===== config.mk =====
export PLATFORM = sky130hd
export DESIGN_NAME = hazard_scoreboard_flat
export DESIGN_NICKNAME = d
export VERILOG_FILES = /design/src/rtl/hazard_scoreboard_if.sv /design/src/rtl/hazard_scoreboard.sv /design/src/flat_wrapper.sv
export SDC_FILE = /design/constraint.sdc
export NUM_CORES = 1
export LEC_CHECK = 0
export CAP_MARGIN = 20
export CORE_UTILIZATION = 43
export CTS_CLUSTER_DIAMETER = 150
export DETAILED_ROUTE_END_ITERATION = 12
export HOLD_SLACK_MARGIN = 0.12
export PLACE_DENSITY = 0.76
export SLEW_MARGIN = 25
export SYNTH_ARGS = -nofsm -noshare
export SYNTH_HDL_FRONTEND = slang
export SYNTH_SLANG_ARGS = --single-unit

===== constraint.sdc =====
create_clock -name clk -period 2.2 [get_ports clk]
set_clock_uncertainty 0.15 [all_clocks]
set_input_delay 0.44 -clock clk [delete_from_list [all_inputs] [get_ports clk]]
set_output_delay 0.44 -clock clk [all_outputs]
set_load 0.05 [all_outputs]

===== src/rtl/hazard_scoreboard_if.sv =====
// Decode-side bundle for hazard_scoreboard.
// Handshake: the decode stage presents an instruction with id_valid=1; the
// scoreboard accepts (issues) it on a clk edge where hazard=0, flush=0,
// freeze=0 and rst=0. While hazard=1 the decode stage must hold its
// instruction stable. hazard is combinational from the scoreboard state and
// the current decode fields.
interface hazard_scoreboard_if #(
    parameter int CNT_W = 16
);
    logic             id_valid;
    logic [3:0]       src1;
    logic [3:0]       src2;
    logic             two_src;
    logic [3:0]       id_cond;
    logic             id_wb_en;
    logic [3:0]       id_dest;
    logic             id_mem_r_en;
    logic             id_s;
    logic             freeze;
    logic             flush;
    logic             hazard;
    logic             busy;
    logic [CNT_W-1:0] stall_cnt;

    // Decode/pipeline-control side.
    modport master (
        output id_valid, src1, src2, two_src, id_cond, id_wb_en, id_dest,
               id_mem_r_en, id_s, freeze, flush,
        input  hazard, busy, stall_cnt
    );

    // Scoreboard side.
    modport slave (
        input  id_valid, src1, src2, two_src, id_cond, id_wb_en, id_dest,
               id_mem_r_en, id_s, freeze, flush,
        output hazard, busy, stall_cnt
    );
endinterface


===== src/rtl/hazard_scoreboard.sv =====
// hazard_scoreboard: tracks in-flight register writers between decode and
// register-file commit and raises the decode stall on RAW or flag hazards.
// Optional feature macro: HAZARD_FORWARDING_EN. When defined, EXE/MEM
// forwarding is assumed and only load-use RAW hazards against entry 0 stall;
// otherwise every in-flight writer interlocks.
module hazard_scoreboard #(
    parameter int DEPTH = 2,
    parameter int CNT_W = 16
) (
    input logic                clk,
    input logic                rst,
    hazard_scoreboard_if.slave sb
);
    typedef struct packed {
        logic       valid;
        logic [3:0] dest;
        logic       is_load;
        logic       sets_flags;
    } entry_t;

    // entry 0 = EXE, entry DEPTH-1 = last stage before WB
    entry_t           pipe_q [DEPTH];
    logic [CNT_W-1:0] cnt_q;

    logic [DEPTH-1:0] match;
    logic             raw_hit;
    logic             flag_hit;
    logic             hazard;
    logic             iss;
    logic             busy;

    // Per-entry source-operand match against the decode instruction.
    always_comb begin
        match = '0;
        for (int e = 0; e < DEPTH; e++) begin
            match[e] = pipe_q[e].valid & sb.id_valid &
                       ((pipe_q[e].dest == sb.src1) |
                        (sb.two_src & (pipe_q[e].dest == sb.src2)));
        end
    end

    // Combine qualifying matches and the flag dependence into the stall.
    always_comb begin
        raw_hit  = 1'b0;
`ifdef HAZARD_FORWARDING_EN
        // Forwarding covers ALU results; only a load in EXE cannot be bypassed.
        raw_hit  = match[0] & pipe_q[0].is_load;
`else
        raw_hit  = |match;
`endif
        // Flags are produced at the end of EXE, so only entry 0 can conflict.
        flag_hit = sb.id_valid & (sb.id_cond != 4'hE) & pipe_q[0].sets_flags;
        hazard   = raw_hit | flag_hit;
        iss      = sb.id_valid & ~hazard & ~sb.flush;
    end

    // Busy whenever any in-flight entry will still write the register file.
    always_comb begin
        busy = 1'b0;
        for (int e = 0; e < DEPTH; e++) begin
            busy = busy | pipe_q[e].valid;
        end
    end

    // Shift the in-flight pipeline and count stall cycles; freeze holds all.
    always_ff @(posedge clk) begin
        if (rst) begin
            for (int i = 0; i < DEPTH; i++) begin
                pipe_q[i] <= '0;
            end
            cnt_q <= '0;
        end else if (!sb.freeze) begin
            pipe_q[0] <= '{valid:      iss & sb.id_wb_en,
                           dest:       sb.id_dest,
                           is_load:    iss & sb.id_mem_r_en,
                           sets_flags: iss & sb.id_s};
            for (int i = 1; i < DEPTH; i++) begin
                pipe_q[i] <= pipe_q[i-1];
            end
            if (hazard && (cnt_q != '1)) begin
                cnt_q <= cnt_q + CNT_W'(1);
            end
        end
    end

    assign sb.hazard    = hazard;
    assign sb.busy      = busy;
    assign sb.stall_cnt = cnt_q;
endmodule


===== src/flat_wrapper.sv =====
// flat-port wrapper written by rule: the top's interface ports become plain ports
module hazard_scoreboard_flat 
#(
    parameter int DEPTH = 2,
    parameter int CNT_W = 16
)
  (clk, rst, sb_id_valid, sb_src1, sb_src2, sb_two_src, sb_id_cond, sb_id_wb_en, sb_id_dest, sb_id_mem_r_en, sb_id_s, sb_freeze, sb_flush, sb_hazard, sb_busy, sb_stall_cnt);
  hazard_scoreboard_if #(.CNT_W(CNT_W)) sb_i ();
  input logic clk;
  input logic rst;
  input wire logic [$bits(sb_i.id_valid)-1:0] sb_id_valid;
  input wire logic [$bits(sb_i.src1)-1:0] sb_src1;
  input wire logic [$bits(sb_i.src2)-1:0] sb_src2;
  input wire logic [$bits(sb_i.two_src)-1:0] sb_two_src;
  input wire logic [$bits(sb_i.id_cond)-1:0] sb_id_cond;
  input wire logic [$bits(sb_i.id_wb_en)-1:0] sb_id_wb_en;
  input wire logic [$bits(sb_i.id_dest)-1:0] sb_id_dest;
  input wire logic [$bits(sb_i.id_mem_r_en)-1:0] sb_id_mem_r_en;
  input wire logic [$bits(sb_i.id_s)-1:0] sb_id_s;
  input wire logic [$bits(sb_i.freeze)-1:0] sb_freeze;
  input wire logic [$bits(sb_i.flush)-1:0] sb_flush;
  output wire logic [$bits(sb_i.hazard)-1:0] sb_hazard;
  output wire logic [$bits(sb_i.busy)-1:0] sb_busy;
  output wire logic [$bits(sb_i.stall_cnt)-1:0] sb_stall_cnt;
  assign sb_i.id_valid = sb_id_valid;
  assign sb_i.src1 = sb_src1;
  assign sb_i.src2 = sb_src2;
  assign sb_i.two_src = sb_two_src;
  assign sb_i.id_cond = sb_id_cond;
  assign sb_i.id_wb_en = sb_id_wb_en;
  assign sb_i.id_dest = sb_id_dest;
  assign sb_i.id_mem_r_en = sb_id_mem_r_en;
  assign sb_i.id_s = sb_id_s;
  assign sb_i.freeze = sb_freeze;
  assign sb_i.flush = sb_flush;
  assign sb_hazard = sb_i.hazard;
  assign sb_busy = sb_i.busy;
  assign sb_stall_cnt = sb_i.stall_cnt;
  hazard_scoreboard #(.DEPTH(DEPTH), .CNT_W(CNT_W)) u_core (.clk(clk), .rst(rst), .sb(sb_i));
endmodule

# [Word level (Yosys, flattened, before mapping)]
# Memory sizes are Yosys's and may differ from the RTL's.
# Cells that the tools add are included.
[op_classes] addsub=1 multipliers=0 order_cmp=0 mux=7 n_div=0 eq_ne=6 bitwise=22 n_shift=0 n_reduce_logical=3
[ops] op="$add A16 B1 Y16 const B" count=1
[ops] op="$eq A4 B4 Y1" count=4
[ops] op="$ne A16 B16 Y1 const B" count=1
[ops] op="$mux W7" count=2
[ops] op="$and A1 B1 Y1" count=13
[ops] op="$or A1 B1 Y1" count=6
[ops] op="$mux W1" count=5
[ops] op="$ne A4 B4 Y1 const B" count=1
[ops] op="$not A1 Y1" count=3
[ops] op="$reduce_and A2 Y1" count=1
[ops] op="$reduce_or A2 Y1" count=1
[ops] op="$logic_and A1 B1 Y1" count=1
[word_totals] latch_bits=0 output_inout_bits=18 n_memories=1 mem_bits_rw=14 inputBits=25 reg_bits=16 rom_bits=0
[memory_table] name="u_core.pipe_q" depth=2 width=7 rd=2 rd_ports_with_merged_regs=0 write_ports=2 line="hazard_scoreboard.sv:22" text="entry_t pipe_q [DEPTH];"

# [Logic depth before layout (Yosys ltp)]
# Gate-level depths: netlist of run 1.
[depth] depth_word=11 mapped_depth=9 depth_no_buf=7

# [Least setup slack after synthesis of run 1]
# No wires, ideal clock.
[synth_path] kind="reg-to-reg" start="register u_core.cnt_q[0], in the netlist u_core.sb.stall_cnt[0]" end="register u_core.cnt_q[12], in the netlist u_core.sb.stall_cnt[12]" path_buffers=2 setup_slack_ns=-0.266 synth_period_minus_slack_ns=2.466 t_arrival_ns=2.193 t_required_ns=1.927 path_stages_with_launch=10 cell_sequence="dfxtp_1 -> ha_1 -> and3_1 -> nand3_4 -> nor3b_4 -> or2_0 -> buf_2 -> buf_6 -> nor4_1 -> mux2_1"
[synth_via] elab_chain_cells=3 elab_cells_between_ends=4
[synth_lines] item="from (decl)" line="hazard_scoreboard.sv:23" text="logic [CNT_W-1:0] cnt_q;"
[synth_lines] item="from (signal assigned)" line="hazard_scoreboard.sv:81" text="cnt_q <= cnt_q + CNT_W'(1);"
[synth_lines] item="branches (longest 3 deep; another with $add A16 B1 Y16)"
# Parallel ways; which one is timed is not known.
# A chain may end at the register's enable or synchronous reset.

==> results of run 1 <==
[synthesized netlist by cell type (all sizes together)]
| cell type | count |
|---|---|
| nand2b | 1 |
| buf | 4 |
| nor3 | 2 |
| or4b | 1 |
| and2 | 13 |
| or3b | 1 |
| ha | 1 |
| dfxtp | 16 |
| nor2b | 7 |
| xor2 | 9 |
| a311oi | 1 |
| nor2 | 9 |
| nand4 | 2 |
| a21oi | 9 |
| nor4 | 3 |
| o21ai | 4 |
| or4 | 5 |
| edfxtp | 11 |
| nand2 | 7 |
| xnor2 | 7 |
| nor3b | 4 |
| o31ai | 5 |
| and4 | 1 |
| nand4b | 2 |
| clkbuf | 2 |
| or2 | 2 |
| and3 | 4 |
| nand3 | 8 |
| and4b | 1 |
| or3 | 4 |
| inv | 2 |
| o41ai | 2 |
| mux2 | 7 |
[state kept, by name (all words and copies together), names as in the netlist]
register	cells
u_core.pipe_q	11
u_core.sb.stall_cnt	16
[path summary, 6_finish.rpt]
kind | from | end
setup reg to reg | u_core.pipe_q[0][10] | u_core.sb.stall_cnt[15]
hold reg to reg | u_core.sb.stall_cnt[8] | u_core.sb.stall_cnt[8]
hold / removal | u_core.sb.stall_cnt[8] | u_core.sb.stall_cnt[8]
setup / recovery | u_core.pipe_q[0][9] | sb_hazard
[routing by layer]
metal | routed length, um | part of all wire
met2 | 2230 | 0.55
met4 | 102 | 0.025
met3 | 93 | 0.023
met5 | 0 | 0
met1 | 1660 | 0.41
[where the power goes]
group	internal [W]	leakage (nW)	switching, W
Clock	0.0000712	0.0150	0.000142
Combinational	0.000107	0.717	0.000102
Sequential	0.000535	0.257	0.0000138
Total	0.000713	0.989	0.000257
[stage by stage]
step	cells	worst slack (ns)	power (W)	area, um^2	hold slack [ns]
after floorplan	157	-0.0707	0.000642	1600	0.414
after global placement	256	-0.599	0.000726	2170	0.312
after detailed placement	256	-0.654	0.000732	2170	0.335
after CTS	265	-0.322	0.000971	2410	0.354
after global routing	265	-0.389	0.00102	2460	0.377
final	265	-0.302	0.000971	2460	0.360
[critical path: stages (launching register included)]
cell and delay (ns):
edfxtp_1 0.44, buf_6 0.14, xnor2_1 0.11, nand4_1 0.13
o41ai_4 0.11, a311oi_4 0.33, clkinvlp_4 0.16, buf_8 0.16
[cell families (layout without fill, tap and decap cells)]
kind of cell | count (synthesis) | in the layout | share of synthesized area
AO/OA/AOI/OAI | 21 | 21 | 0.0911
XOR/XNOR | 16 | 16 | 0.0895
adder cells (fa/ha/maj) | 1 | 1 | 0.00799
buffers and inverters | 8 | 70 | 0.0320
flip-flops | 27 | 27 | 0.415
multiplexers | 7 | 7 | 0.0503
AND/OR/NAND/NOR | 77 | 77 | 0.314
[layout make-up]
cell class              count  area (um^2)  area share
inverters                   2         11.3     0.00458
flip-flops and latches     27          672       0.273
multi-input cells         122         1060       0.432
clock buffers               4         26.3      0.0107
repair buffers             64          629       0.256
well taps                  46         57.6      0.0234
[timing repair]
item	CTS	global route
cloned	1	0
setup endpoints to repair	20	21
pin swaps	33	2
gates resized for setup	46	13
setup buffers	4	0
==> impl_results.md, run 1 <==
* Syn Nets at about 180
* Hold Path Depth at 2
* Routed len/inst at approximately 15 um
* Unique masters post-synth at a little over 40
* # nets final at around 250
* Vias in the first global route at 1513
* Clock insertion delay at the later pin of the skew report at 0.33 ns
* Min-delay worst type: reg -> reg
* First-pass GRT wire length at a little under 7 mm
* Max-slew headroom at 0.651
* Min cycle time layout at around 2.5 ns
* Clock root buffer: clkbuf_4
* Residual DRC at 0
* Final global-route overflow total at 0
* # IOs at 43
* LEAKAGE at around 0.99 nW
* Most common cell after layout, fill and taps aside: clkdlybuf4s50_1
* Crit path launch type: flop
* Data required, critical path at 1.61 ns
* Reg clk slew, reported paths at 0.14 ns
* Area grow syn2layout at 56.9%
* H-Tree Depth at 1
* Worst reg-to-reg path cell count at 8
* Seq/Total Area, Yosys at 0.415
* Post-DP HPWL at 2.77 mm
* Max Clk Rate at 400 MHz
* GR peak layer: met2
* GRT met2 Usage at 0.426
* Clock Tree Buf Depth at 2
* Post-layout util at 0.720
* Gpl congestion at 0.850
* Largest net degree at the start of global routing at 15
* Slew @ Worst Pin at 0.518 ns
* Final-report setup violation count at 19
* Most frequent cells in the layout: clkdlybuf4s50_1, buf_4, and2_1, dlygate4sd2_1
* Core ar. at between 3000 and 4000 um^2
* Final worst slack at -0.302 ns
* Max Cap Viol at 0
* Final Hold Vio Count at 0
* Violated checks: setup timing
* Post-synth top area cell: edfxtp_1
* Pins Over Slew Limit at 0
* Die W at roughly 62 um
* Post-CTS Hold Buffers at 0
* GR Util met3 at 0.0202
* Final period utilization at 1.14
* Die Y at 62.4 um
* Die Area at approximately 3900 um^2
* WP data arrival at 1.91 ns
* Synth top area share at 0.211
* CTS Sinks at 27
* TritonCTS Buffers at 3
* Met1 GRT Util at 0.253
* Port buffer count at 41
* Post-DR vias/cell at about 5.4
* Initial antenna violation count at 0
* Yosys reg bits at 27
* CTS tree: built
* WS Path Type: reg -> out
* Share of cells above drive strength 1 at 0.342
* Total Routed Length at between 4 and 5 mm
* Synthesis Warnings at 0
* Critical path peak fanout at 2
* Ranking of synthesized cells by area: edfxtp_1, dfxtp_1, and2_1, xor2_1, xnor2_1
* Std-Cell Rows at 21
* Cell Area, Synth at 1570 um^2
* Mapped Cells at 157
* DRT Pass-1 Iters at 5
* Outcome: finished, violations left
* Crit. End Element: output pin
* DRT iter0 DRCs at 53
* Total Neg Setup Slack at -3.53 ns
* RSZ-0062 raised after global routing: true
* PD cells at just under 400 nW/um^2
* Maximum VDD drop at 0.000242 V
* ANT nets after route at 0
* Initial cell density of the core at 0.459
* Diode count at 0
* R2r setup slk at -0.28 ns
* Gr usage total at 0.227
* Via count at between 1000 and 1500
* # fillers at between 200 and 300
* Syn avg cell area at 9.98 um^2
(Power assumes the default switching activity.)
==> run 2: changes to the inputs <==
--- a/config.mk
+++ b/config.mk
@@ -11,6 +11,7 @@
 export DETAILED_ROUTE_END_ITERATION = 12
 export HOLD_SLACK_MARGIN = 0.12
 export PLACE_DENSITY = 0.76
+export RECOVER_POWER = 25
 export SLEW_MARGIN = 25
 export SYNTH_ARGS = -nofsm -noshare
 export SYNTH_HDL_FRONTEND = slang
==> run 2 against run 1 <==
Effect of this change: the run still ends with setup timing left; via count shrank 0.28%; sequential share of layout area is 0.070 points higher; non-clock buffer count unchanged; routed wire length stayed put; critical path depth stayed put; cell area shrank 0.25%; critical endpoint unchanged.
==> impl_results.md, run 2 (same netlist as run 1, synthesis figures left out) <==
* Post-layout util at 0.718 (-0.00183)
* Stages on the worst setup path at 7 (unchanged)
* # IOs at 43 (unchanged)
* Final period utilization at 1.14 (about the same)
* Setup crit start: u_core.pipe_q[0][9]
* Post-DR vias/cell at 5.35 (-0.28%)
* Number of flip-flops under the largest register name at 16 (unchanged)
* R2r setup slk at -0.28 ns (about the same)
* Die Area at 3890 um^2 (unchanged)
* Placed inst area at 2170 um^2 (unchanged)
* Number of buffers and inverters on the critical path at 3 (unchanged)
* Slew @ Worst Pin at 0.518 ns (unchanged)
* Vias in the first global route at 1513 (unchanged)
* PD cells at 395 nW/um^2 (+0.12%)
* Clock Tree Buf Depth at 2 (unchanged)
* Gpl congestion at 0.850 (unchanged)
* Most common cell after layout, fill and taps aside: clkdlybuf4s50_1
* Combinational share of power at 0.214 (about the same)
* Slowest stage delay, CP at 0.44 ns (about the same)
* Max Clk Rate at 400 MHz (about the same)
* Total Routed Length at 4.09 mm (unchanged)
* Diode count at 0 (unchanged)
* Sw power at 0.000258 W (+0.13%)
* Core ar. at 3420 um^2 (unchanged)
* Initial antenna violation count at 0 (unchanged)
* Clock insertion delay at the later pin of the skew report at 0.33 ns (about the same)
* CP top delay family: buffers and inverters
* Reg power frac at 0.566 (about the same)
* Port buffer count at 41 (unchanged)
* Max Cap Viol at 0 (unchanged)
* Final worst slack at -0.302 ns (+0.0000170 ns)
* Crit. End Element: output pin
* GR Util met3 at 0.0202 (unchanged)
* Worst reg-to-reg path cell count at 8 (unchanged)
* Hold WS at 0.359 ns (-0.000109 ns)
* # nets final at 246 (unchanged)
* Clock power share at 0.220 (about the same)
* Met1 GRT Util at 0.253 (unchanged)
* Share of cells above drive strength 1 at 0.338 (-0.00457)
* Critical path peak fanout at 2 (unchanged)
* WP data arrival at 1.91 ns (about the same)
* Die W at 62.4 um (unchanged)
* Min-delay worst type: reg -> reg
* Outcome: finished, violations left
* CTS Sinks at 27 (unchanged)
* Design area at 2450 um^2 (-0.25%)
* DRT Pass-1 Iters at 5 (unchanged)
* Data required, critical path at 1.61 ns (about the same)
* Placed Cells at 256 (unchanged)
* Initial cell density of the core at 0.459 (unchanged)
* Crit path launch type: flop
* Routed len/inst at 15.4 um (unchanged)
* Reg clk slew, reported paths at 0.14 ns (about the same)
* Worst setup path end: sb_hazard
* Maximum VDD drop at 0.000242 V (about the same)
* Critical-path top delay cell: edfxtp_1
* Max-slew headroom at 0.651 (unchanged)
* Most frequent cells in the layout: clkdlybuf4s50_1, buf_4, and2_1, dlygate4sd2_1
* GRT met2 Usage at 0.426 (unchanged)
* RSZ-0062 raised after global routing: true
* Die Y at 62.4 um (unchanged)
* Clock root buffer: clkbuf_4
* ANT nets after route at 0 (unchanged)
* Final-report setup violation count at 19 (unchanged)
* GR peak layer: met2
* Gr usage total at 0.227 (unchanged)
* Std-Cell Rows at 21 (unchanged)
* Final Hold Vio Count at 0 (unchanged)
* TritonCTS Buffers at 3 (unchanged)
* R2r startpoint: u_core.pipe_q[0][10]
* Final global-route overflow total at 0 (unchanged)
* CTS tree: built
* First-pass GRT wire length at 6.82 mm (unchanged)
* Post-CTS Hold Buffers at 0 (unchanged)
* H-Tree Depth at 1 (unchanged)
* Min cycle time layout at 2.50 ns (-0.0000170 ns)
* Via count at 1418 (-0.28%)
* LEAKAGE at 0.985 nW (-0.40%)
* R2r endpoint: u_core.sb.stall_cnt[15]
* Largest net degree at the start of global routing at 15 (unchanged)
* Post-DP HPWL at 2.77 mm (unchanged)
* Hold Path Depth at 2 (unchanged)
* WS Path Type: reg -> out
* Residual DRC at 0 (unchanged)
* Violated checks: setup timing
* Worst path cell trace: buf_6 -> xnor2_1 -> nand4_1 -> o41ai_4 -> a311oi_4 -> clkinvlp_4 -> buf_8
* DP Worst Slack at -0.654 ns (unchanged)
* Non-filler cells, final at 265 (unchanged)
* Pins Over Slew Limit at 0 (unchanged)
* Area grow syn2layout at 56.5%
* Cell Int Power at 0.000712 W (-0.24%)
* DRT iter0 DRCs at 52 (-1.9%)
* Sw Ratio at 0.266 (+0.000715)
==> run 2: layout make-up <==
class	count	area, um^2
multi-input combinational	122	1060
fill	254	963
sequential	27	672
timing repair buffer	64	623
tap	46	57.6
clock buffer	4	26.3
inverter	2	11.3
==> run 2: power groups by stage <==
stage               combinational [W]  clock (W)  sequential, W
global route                 0.000223   0.000241       0.000551
finish                       0.000207   0.000213       0.000549
CTS                          0.000206   0.000217       0.000549
detailed placement           0.000172          0       0.000560
global placement             0.000168          0       0.000559
floorplan                   0.0000813          0       0.000560
==> run 2: what timing repair did <==
| action | in CTS | in global routing |
|---|---|---|
| resized for setup | 46 | 13 |
| setup buffers | 4 | 0 |
| endpoints found under the hold margin | 0 | 0 |
| pin swaps | 33 | 2 |
| endpoints found under the setup margin | 20 | 21 |
| cloned | 1 | 0 |
==> run 2: tightest hold or removal path: cells and delay by family, from the launching register on <==
family,cells,cell delay (ns)
DFF,1,0.37
AOI/OAI and AO/OA,2,0.12
==> run 2: metal layers <==
layer / vias to the layer above / share of wire
li1: 692 / -
met5: - / 0
met2: 34 / 0.55
met3: 8 / 0.023
met1: 684 / 0.40
met4: 0 / 0.026
==> run 2: per-stage QoR <==
stage	TNS [ns]	power, W
2_1_floorplan	-0.106	0.000642
3_3_place_gp	-10.24	0.000726
3_5_place_dp	-11.12	0.000732
4_1_cts	-3.32	0.000971
5_1_grt	-4.95	0.00102
6_report	-3.54	0.000969
==> run 2: how the worst min path moves through the flow <==
stage / startpoint / to
final: u_core.sb.stall_cnt[8] / u_core.sb.stall_cnt[8]
after global placement: u_core.sb.stall_cnt[9] / u_core.sb.stall_cnt[9]
after global routing: u_core.sb.stall_cnt[8] / u_core.sb.stall_cnt[8]
after CTS: u_core.sb.stall_cnt[8] / u_core.sb.stall_cnt[8]
after floorplan: u_core.pipe_q[0][6] / u_core.pipe_q[0][13]
after detailed placement: u_core.sb.stall_cnt[8] / u_core.sb.stall_cnt[8]
==> run 3: changes to the inputs <==
--- a/config.mk
+++ b/config.mk
@@ -6,11 +6,13 @@
 export NUM_CORES = 1
 export LEC_CHECK = 0
 export CAP_MARGIN = 20
-export CORE_UTILIZATION = 43
+export CORE_MARGIN = 1
+export CORE_UTILIZATION = 56
 export CTS_CLUSTER_DIAMETER = 150
 export DETAILED_ROUTE_END_ITERATION = 12
+export DONT_BUFFER_PORTS = 1
 export HOLD_SLACK_MARGIN = 0.12
-export PLACE_DENSITY = 0.76
+export PLACE_DENSITY = 0.74
 export RECOVER_POWER = 25
 export SLEW_MARGIN = 25
 export SYNTH_ARGS = -nofsm -noshare
==> run 3 against run 2 <==
Effect of this change: the flow still finishes with violations (setup timing); total power is 7.0% lower; first-iteration DRC count decreased by 62%; core utilization up 4.9 points; via count decreased by 8.7%; flip-flop and latch count unchanged; count of clock-buffer cells in the layout is 1 lower; final cell count fell by 20%.
==> impl_results.md, run 3 (same netlist as run 1, synthesis figures left out) <==
* Outcome: finished, violations left
* Violated checks: setup timing
* WP data arrival at 1.91 ns (about the same)
* Number of flip-flops under the largest register name at 16 (unchanged)
* Final period utilization at 1.13 (-0.00298)
* Total Neg Setup Slack at -2.47 ns (+1.07 ns)
* Area grow syn2layout at 25.7%
* DRT iter0 DRCs at 20 (-62%)
* # IOs at 43 (unchanged)
* Worst reg-to-reg path cell count at 8 (unchanged)
* DRT Pass-1 Iters at 4 (-1)
* CTS tree: built
* Total power after layout at 0.000902 W (-7.0%)
* Number of buffers and inverters on the critical path at 3 (unchanged)
* CP top delay family: flip-flops
* CTS Sinks at 27 (unchanged)
* Core ar. at 2570 um^2 (-25%)
* Routed len/inst at 16.8 um (+8.8%)
* Reg clk slew, reported paths at 0.16 ns (+0.02 ns)
* LEAKAGE at 0.754 nW (-23%)
* Gr usage total at 0.261 (+0.0345)
* Maximum VDD drop at 0.000381 V (+58%)
* Initial antenna violation count at 0 (unchanged)
* Final-report setup violation count at 18 (-1)
* Crit path launch type: flop
* Die Y at 54.9 um (-12%)
* Most common cell after layout, fill and taps aside: buf_4
* Final global-route overflow total at 0 (unchanged)
* Critical-path top delay cell: edfxtp_1
* Clock insertion delay at the later pin of the skew report at 0.33 ns (about the same)
* Sequential Area at 672 um^2 (unchanged)
* WS Path Type: reg -> out
* Hold path start: sb_freeze
* Hold EP: u_core.sb.stall_cnt[15]
* Min-delay worst type: in -> reg
* Post-DP HPWL at 2.48 mm (-10%)
* Min cycle time layout at 2.50 ns (-0.00655 ns)
* Clock root buffer: clkbuf_4
* Pins Over Slew Limit at 0 (unchanged)
* Max Clk Rate at 401 MHz (+0.26%)
* Gpl congestion at 0.801 (-5.8%)
* Via count at 1295 (-8.7%)
* Worst path cell trace: xnor2_1 -> nand4_1 -> o41ai_4 -> a311oi_4 -> buf_6 -> clkinvlp_4 -> buf_8
* RSZ-0062 raised after global routing: true
* Crit. End Element: output pin
* # nets final at 208 (-15%)
* # fillers at 167 (-34%)
* Hold Path Depth at 2 (unchanged)
* Vias in the first global route at 1271 (-16%)
* Area of the multi-input gates at 1000 um^2 (-5.7%)
* PD cells at 458 nW/um^2 (+16%)
* Total Routed Length at 3.54 mm (-13%)
* R2r endpoint: u_core.sb.stall_cnt[9]
* First-pass GRT wire length at 5.53 mm (-19%)
* Post-DR vias/cell at 6.14 (+15%)
* TritonCTS Buffers at 3 (unchanged)
* Final Hold Vio Count at 0 (unchanged)
* Post-layout util at 0.767 (+0.0491)
* R2r setup slk at -0.29 ns (about the same)
* Initial cell density of the core at 0.610 (+0.152)
* Die Area at 3010 um^2 (-23%)
* Diode count at 0 (unchanged)
* Slew @ Worst Pin at 0.533 ns (+0.0149 ns)
* Share of cells above drive strength 1 at 0.365 (+0.0267)
* Data required, critical path at 1.61 ns (about the same)
* Max Cap Viol at 0 (unchanged)
* Largest net degree at the start of global routing at 18 (+3)
* Final worst slack at -0.296 ns (+0.00655 ns)
* R2r startpoint: u_core.pipe_q[0][3]
* Residual DRC at 0 (unchanged)
* H-Tree Depth at 1 (unchanged)
* Max-slew headroom at 0.645 (-0.00673)
* Critical path peak fanout at 3 (+1)
* Clock Tree Buf Depth at 2 (unchanged)
* Std-Cell Rows at 18 (-14%)
* Slowest stage delay, CP at 0.48 ns (+0.04 ns)
* Most frequent cells in the layout: buf_4, and2_1, edfxtp_1, dfxtp_2
* Port buffer count at 0 (-100%)
* Die W at 54.9 um (-12%)
* ANT nets after route at 0 (unchanged)
[run 3: cell types whose count changed in the layout (fill, tap and decap cells not counted), sizes merged]
cell | before | now
buf | 23 | 25
clkbuf | 6 | 3
clkdlybuf4s50 | 23 | 0
clkinvlp | 1 | 2
dlygate4sd2 | 13 | 0
dlymetal6s2s | 2 | 0
[run 3: what timing repair did]
action,in CTS,in global routing
gates resized for setup,20,6
hold buffers,1,0
setup buffers,2,0
pin swaps,8,4
setup endpoints to repair,18,19
endpoints found under the hold margin,9,0
[run 3: area by class of cell]
| type | count | area share |
|---|---|---|
| Sequential cell | 27 | 0.341 |
| Multi-Input combinational cell | 122 | 0.509 |
| Clock buffer | 3 | 0.0114 |
| Tap cell | 30 | 0.0191 |
| Inverter | 2 | 0.00572 |
| Timing Repair Buffer | 26 | 0.110 |
| Clock inverter | 1 | 0.00381 |
[run 3: worst max-delay path by stage]
| stage | start | depth (start not counted) | slack (ns) | end |
|---|---|---|---|---|
| CTS | u_core.pipe_q[0][11] | 7 | -0.41 | sb_hazard |
| finish | u_core.pipe_q[0][3] | 7 | -0.30 | sb_hazard |
| detailed placement | sb_id_cond[0] | 7 | -0.26 | sb_hazard |
| floorplan | sb_id_cond[0] | 7 | -0.07 | sb_hazard |
| global placement | sb_id_cond[0] | 7 | -0.19 | sb_hazard |
| global route | u_core.pipe_q[0][11] | 8 | -0.38 | u_core.sb.stall_cnt[8] |
[run 3: layer usage]
layer,vias up,share of wire,GRT usage
met5,-,0,0
met4,0,0.014,0.104
met3,6,0.054,0.0437
met2,38,0.51,0.444
met1,629,0.42,0.328
li1,622,-,-
[run 3: stage by stage]
step	hold WS, ns	worst slack [ns]	std cells	instance area (um^2)
3_5_place_dp	0.354	-0.258	204	1770
2_1_floorplan	0.414	-0.0707	157	1600
3_3_place_gp	0.353	-0.195	204	1770
4_1_cts	0.123	-0.406	211	1940
6_report	0.134	-0.296	211	1970
5_1_grt	0.121	-0.377	211	1970
[run 3: power by group]
group          switching (W)  total [W]  internal (W)
registers          0.0000141   0.000549      0.000535
logic              0.0000773   0.000128     0.0000510
clock network       0.000154   0.000224     0.0000695
